===== config.mk =====
export PLATFORM = sky130hd
export DESIGN_NAME = fc_layer_q
export DESIGN_NICKNAME = d
export VERILOG_FILES = /design/src/rtl/fc_layer_q.sv
export SDC_FILE = /design/constraint.sdc
export NUM_CORES = 2
export LEC_CHECK = 0
export CORE_ASPECT_RATIO = 1.75
export CORE_UTILIZATION = 52
export CTS_BUF_LIST = sky130_fd_sc_hd__clkbuf_4 sky130_fd_sc_hd__clkbuf_8
export DETAILED_ROUTE_END_ITERATION = 12
export PLACE_DENSITY = 0.72
export RECOVER_POWER = 25
export SYNTH_ARGS = -nofsm -noshare
export SYNTH_HDL_FRONTEND = slang
export SYNTH_SLANG_ARGS = --single-unit

===== constraint.sdc =====
create_clock -name clk -period 11.6 [get_ports clk]
set_input_delay 2.32 -clock clk [delete_from_list [all_inputs] [get_ports clk]]
set_output_delay 2.32 -clock clk [all_outputs]
set_load 0.03 [all_outputs]

===== src/rtl/fc_layer_q.sv =====
`default_nettype none
// fc_layer_q: serial fixed-point fully-connected layer with output saturation,
// optional ReLU and on-chip argmax.  Rev 1.0
module fc_layer_q #(
  parameter int IN_SIZE    = 75,
  parameter int OUT_SIZE   = 10,
  parameter int DATA_WIDTH = 16,
  parameter int FRAC_BITS  = 8,
  parameter int ACC_WIDTH  = 40,
  parameter int RELU       = 0
) (
  input  logic                          clk,
  input  logic                          reset,
  input  logic                          start_fc,
  input  logic                          data_valid,
  input  logic [DATA_WIDTH-1:0]         map_in_serial,
  input  logic [DATA_WIDTH-1:0]         weight_serial,
  input  logic [DATA_WIDTH-1:0]         bias_serial,
  output logic                          busy,
  output logic [DATA_WIDTH-1:0]         predict_out,
  output logic                          predict_out_valid,
  output logic [$clog2(OUT_SIZE)-1:0]   predict_class,
  output logic                          finish_fc
);

  localparam int IW = $clog2(IN_SIZE);
  localparam int CW = $clog2(OUT_SIZE);

  localparam logic signed [ACC_WIDTH-1:0] SAT_MAX =
    {{(ACC_WIDTH-DATA_WIDTH+1){1'b0}}, {(DATA_WIDTH-1){1'b1}}};
  localparam logic signed [ACC_WIDTH-1:0] SAT_MIN =
    {{(ACC_WIDTH-DATA_WIDTH+1){1'b1}}, {(DATA_WIDTH-1){1'b0}}};
  localparam logic signed [DATA_WIDTH-1:0] OUT_MIN = {1'b1, {(DATA_WIDTH-1){1'b0}}};

  typedef enum logic [2:0] {
    S_IDLE     = 3'd0,
    S_LOAD_MAP = 3'd1,
    S_MAC      = 3'd2,
    S_BIAS     = 3'd3,
    S_DONE     = 3'd4
  } state_t;

  state_t                        state_q;
  logic [IW-1:0]                 col_q;
  logic [CW-1:0]                 row_q;
  logic signed [DATA_WIDTH-1:0]  map_q [IN_SIZE];
  logic signed [ACC_WIDTH-1:0]   acc_q [OUT_SIZE];
  logic signed [DATA_WIDTH-1:0]  pipe_q;
  logic                          pipe_vld_q;
  logic [CW-1:0]                 pipe_idx_q;
  logic signed [DATA_WIDTH-1:0]  out_q;
  logic                          out_vld_q;
  logic signed [DATA_WIDTH-1:0]  max_q;
  logic [CW-1:0]                 arg_q;
  logic [CW-1:0]                 class_q;
  logic                          busy_q;
  logic                          finish_q;

  logic signed [2*DATA_WIDTH-1:0] prod_d;
  logic signed [ACC_WIDTH-1:0]    bias_ext_d;
  logic signed [ACC_WIDTH-1:0]    sum_d;
  logic signed [ACC_WIDTH-1:0]    shift_d;
  logic signed [DATA_WIDTH-1:0]   sat_d;
  logic                           last_col_d;
  logic                           last_row_d;

  always_comb begin
    prod_d     = map_q[col_q] * $signed(weight_serial);
    bias_ext_d = {{(ACC_WIDTH-DATA_WIDTH){bias_serial[DATA_WIDTH-1]}}, bias_serial};
    sum_d      = acc_q[row_q] + (bias_ext_d <<< FRAC_BITS);
    shift_d    = sum_d >>> FRAC_BITS;
    if (shift_d > SAT_MAX) begin
      sat_d = SAT_MAX[DATA_WIDTH-1:0];
    end else if (shift_d < SAT_MIN) begin
      sat_d = SAT_MIN[DATA_WIDTH-1:0];
    end else begin
      sat_d = shift_d[DATA_WIDTH-1:0];
    end
    if ((RELU != 0) && sat_d[DATA_WIDTH-1]) begin
      sat_d = '0;
    end
    last_col_d = (col_q == IW'(IN_SIZE - 1));
    last_row_d = (row_q == CW'(OUT_SIZE - 1));
  end

  always_ff @(posedge clk) begin
    if (reset) begin
      state_q    <= S_IDLE;
      col_q      <= '0;
      row_q      <= '0;
      for (int j = 0; j < OUT_SIZE; j++) acc_q[j] <= '0;
      pipe_q     <= '0;
      pipe_vld_q <= 1'b0;
      pipe_idx_q <= '0;
      out_q      <= '0;
      out_vld_q  <= 1'b0;
      max_q      <= OUT_MIN;
      arg_q      <= '0;
      class_q    <= '0;
      busy_q     <= 1'b0;
      finish_q   <= 1'b0;
    end else begin
      finish_q   <= 1'b0;
      out_vld_q  <= pipe_vld_q;
      pipe_vld_q <= 1'b0;
      // Output stage doubles as the argmax update; strict > keeps the lowest index on ties.
      if (pipe_vld_q) begin
        out_q <= pipe_q;
        if (pipe_q > max_q) begin
          max_q <= pipe_q;
          arg_q <= pipe_idx_q;
        end
      end

      case (state_q)
        S_IDLE: begin
          if (start_fc) begin
            state_q <= S_LOAD_MAP;
            busy_q  <= 1'b1;
            col_q   <= '0;
            row_q   <= '0;
            for (int j = 0; j < OUT_SIZE; j++) acc_q[j] <= '0;
            max_q   <= OUT_MIN;
            arg_q   <= '0;
          end
        end
        S_LOAD_MAP: begin
          if (data_valid) begin
            map_q[col_q] <= map_in_serial;
            if (last_col_d) begin
              col_q   <= '0;
              state_q <= S_MAC;
            end else begin
              col_q <= col_q + IW'(1);
            end
          end
        end
        S_MAC: begin
          if (data_valid) begin
            acc_q[row_q] <= acc_q[row_q] + ACC_WIDTH'(prod_d);
            if (last_col_d) begin
              col_q <= '0;
              if (last_row_d) begin
                row_q   <= '0;
                state_q <= S_BIAS;
              end else begin
                row_q <= row_q + CW'(1);
              end
            end else begin
              col_q <= col_q + IW'(1);
            end
          end
        end
        S_BIAS: begin
          if (data_valid) begin
            pipe_q     <= sat_d;
            pipe_vld_q <= 1'b1;
            pipe_idx_q <= row_q;
            if (last_row_d) begin
              row_q   <= '0;
              state_q <= S_DONE;
            end else begin
              row_q <= row_q + CW'(1);
            end
          end
        end
        S_DONE: begin
          // Wait for the last neuron to leave the output stage before reporting.
          if (!pipe_vld_q) begin
            finish_q <= 1'b1;
            busy_q   <= 1'b0;
            class_q  <= arg_q;
            state_q  <= S_IDLE;
          end
        end
        default: state_q <= S_IDLE;
      endcase
    end
  end

  assign busy              = busy_q;
  assign predict_out       = out_q;
  assign predict_out_valid = out_vld_q;
  assign predict_class     = class_q;
  assign finish_fc         = finish_q;

endmodule
`default_nettype wire


==> flow_summary.yaml <==
outcome:
  run_status: "complete, but fails checks"
  violations: "capacitance limit, slew limit"
layout:
  final_nets: 6058
  final_common_cell: "edfxtp_1"
  area_delta_synth_final_pct: 10.4
  mostFrequentLayoutCells: "edfxtp_1 (1840), mux4_2 (584), nor2_1 (582)"
  drive_gt1_frac: 0.226
  final_core_util: 0.579
  layoutNonFillerInstCount: 7946
yosys:
  postSynthAreaPerCell_um2: 17.1
  synth_cell_types: 75
  async_flop_share: 0
  syn_area_um2: 90000
  synth-edff-count: 1840
  ys_ff_latch: 1929
  synthFlopType: "edfxtp_1"
  ys_seq_area_frac: 0.634
  synthCells: 5248
  yosysWarnings: 0
  synthesis.nets: 5795
job:
  cap_violations: 17
clocking:
  cts_tree: "yes"
  clock_path_buffers: 4
  htreeDepth: 5
  clock-sinks: 1929
  cts-root-buf: "clkbuf_8"
  cts_resized: 0
  path_clk_slew_ps: 70
  clk_latency_ps: 910
  cts.hold.buffers_added: 0
  cts_setup_buffers: 0
  cts_buffers: 277
drt:
  routedWlPerCell_um: 27.7
  ant_nets: 0
  wl_mm: 220
  vias_per_cell: 5.96
  drt-initial-drc-count: 4078
  drtPass1Iterations: 5
  drc: 0
  vias: 47400
place:
  placed_cells: 7465
  dp_hpwl_mm: 146
  portBuffers: 74
  place_congestion: 0.908
  dpl_worst_slack_ps: 766
global_route:
  grt_pass1_vias: 51100
  grtUsageTotal: 0.258
  antenna_found_initial: 10
  grt_pass1_wl_mm: 327
  grt.overflow.total: 0
  grt_max_degree: 76
sta:
  fin_crit_ps: 10850
  finalSetupTns_ps: 0
  fin_skew_ps: 109
  rsz0062_at_grt: "no"
  drv_slew: 1285
  fin_crit_sh: 0.935
  slew_headroom: -1.47
  setup_ws_ps: 753
  timing.fmax_mhz: 92.2
  worstMarginPinSlew_ps: 3710
  hold_viol: 0
  setup_violations: 0
setup_path:
  arrival_ps: 11370
  crit_top_cell: "fa_1"
  path_buf_inv: 8
  slowest_delay_ps: 900
  path_delay_family: "adder cells"
  path_class: "reg2reg"
  critPathSlowestCell: "nor3_1"
  required_ps: 12120
  crit_path_start_kind: "register"
  endpoint_kind: "register"
  crit_fanout: 54
floorplan:
  start_util: 0.524
  fp.dieW_um: 316
  rows: 201
  die_h_um: 552
  die_area_um2: 175000
  io_pins: 75
  core-area_um2: 172000
hold_path:
  hold_class: "reg2reg"
## Yosys cell counts (all sizes together), types with 6 or more instances
cell,n,share of area
xnor2,34,0.0033
a31oi,7,0.00049
a21oi,79,0.0044
nand3,26,0.0014
o21bai,13,0.0011
o211ai,12,0.0010
nand2b,72,0.0050
mux4,584,0.15
nor2b,125,0.0087
nor2,594,0.025
a211oi,10,0.00083
edfxtp,1840,0.61
nor3,25,0.0014
dfxtp,89,0.020
o32ai,15,0.0015
clkbuf,197,0.0087
o21a,6,0.00050
mux2,22,0.0028
and2,48,0.0034
nand2,132,0.0055
inv,471,0.020
ha,164,0.023
buf,82,0.0053
fa,331,0.074
xor2,40,0.0039
o21ai,43,0.0024
mux2i,52,0.0059
a21o,30,0.0025
and3,8,0.00056
or3,18,0.0014
nand4,15,0.0010
## final timing paths
check / from / to / slack (ps) / depth (start not counted)
setup / recovery: register / acc_q[10][32]$_DFFE_PP_ / 750 / 30
hold reg to reg: pipe_idx_q[2]$_SDFFE_PP0P_ / pipe_idx_q[2]$_SDFFE_PP0P_ / 460 / 2
hold / removal: pipe_idx_q[2]$_SDFFE_PP0P_ / pipe_idx_q[2]$_SDFFE_PP0P_ / 460 / 2
setup reg to reg: register / acc_q[10][32]$_DFFE_PP_ / 750 / 30
## flip-flops by register name, summed over array words and instances, names as in the netlist, 3 cells and up, named ones only
register / flops
pipe_q: 16
predict_class: 4
acc_q: 640
map_q: 1200
predict_out: 16
row_q: 4
max_q: 16
col_q: 7
arg_q: 4
pipe_idx_q: 4
state_q: 3
## routing by layer
layer	wire length, um	up-vias	GRT usage
li1	-	20200	-
met3	12800	549	0.0350
met2	122000	1925	0.475
met4	12200	6	0.135
met5	34	-	0
met1	72800	24800	0.285
## area by class of cell
| class | instances | area [um2] |
|---|---|---|
| diodes | 9 | 22.5 |
| inverters | 475 | 1780 |
| flip-flops and latches | 1929 | 57100 |
| clock inverters | 103 | 833 |
| clock buffers | 369 | 4580 |
| well taps | 2233 | 2790 |
| fillers | 12800 | 72200 |
| multi-input cells | 2564 | 30100 |
| repair buffers | 264 | 2150 |
## logic make-up after synthesis
family,count (synthesis),synth area share
DFF,1929,0.634
and+or+nand+nor,1090,0.0556
buffers and inverters,755,0.0340
muxes,658,0.155
adders and majority gates,495,0.0965
AOI/OAI and AO/OA,247,0.0179
xor gates and xnor gates,74,0.00720
## worst reg2reg max path, delay by kind of cell, from the launching register on
family	cells	cell delay, ps
flip-flops	1	680
AND/OR/NAND/NOR	3	1310
buffers and inverters	8	1500
adder cells (fa/ha/maj)	7	3320
AO/OA/AOI/OAI	8	2020
multiplexers	4	1670
## metrics by stage
stage,area (um2),hold WS (ps)
floorplan,90000,433
global placement,93900,447
detailed placement,93900,454
CTS,99300,462
global route,99300,489
finish,99300,461
Power is left out: the tool's default activity adds up to more than one toggle a clock period on the data nets, which glitch-free logic cannot reach.
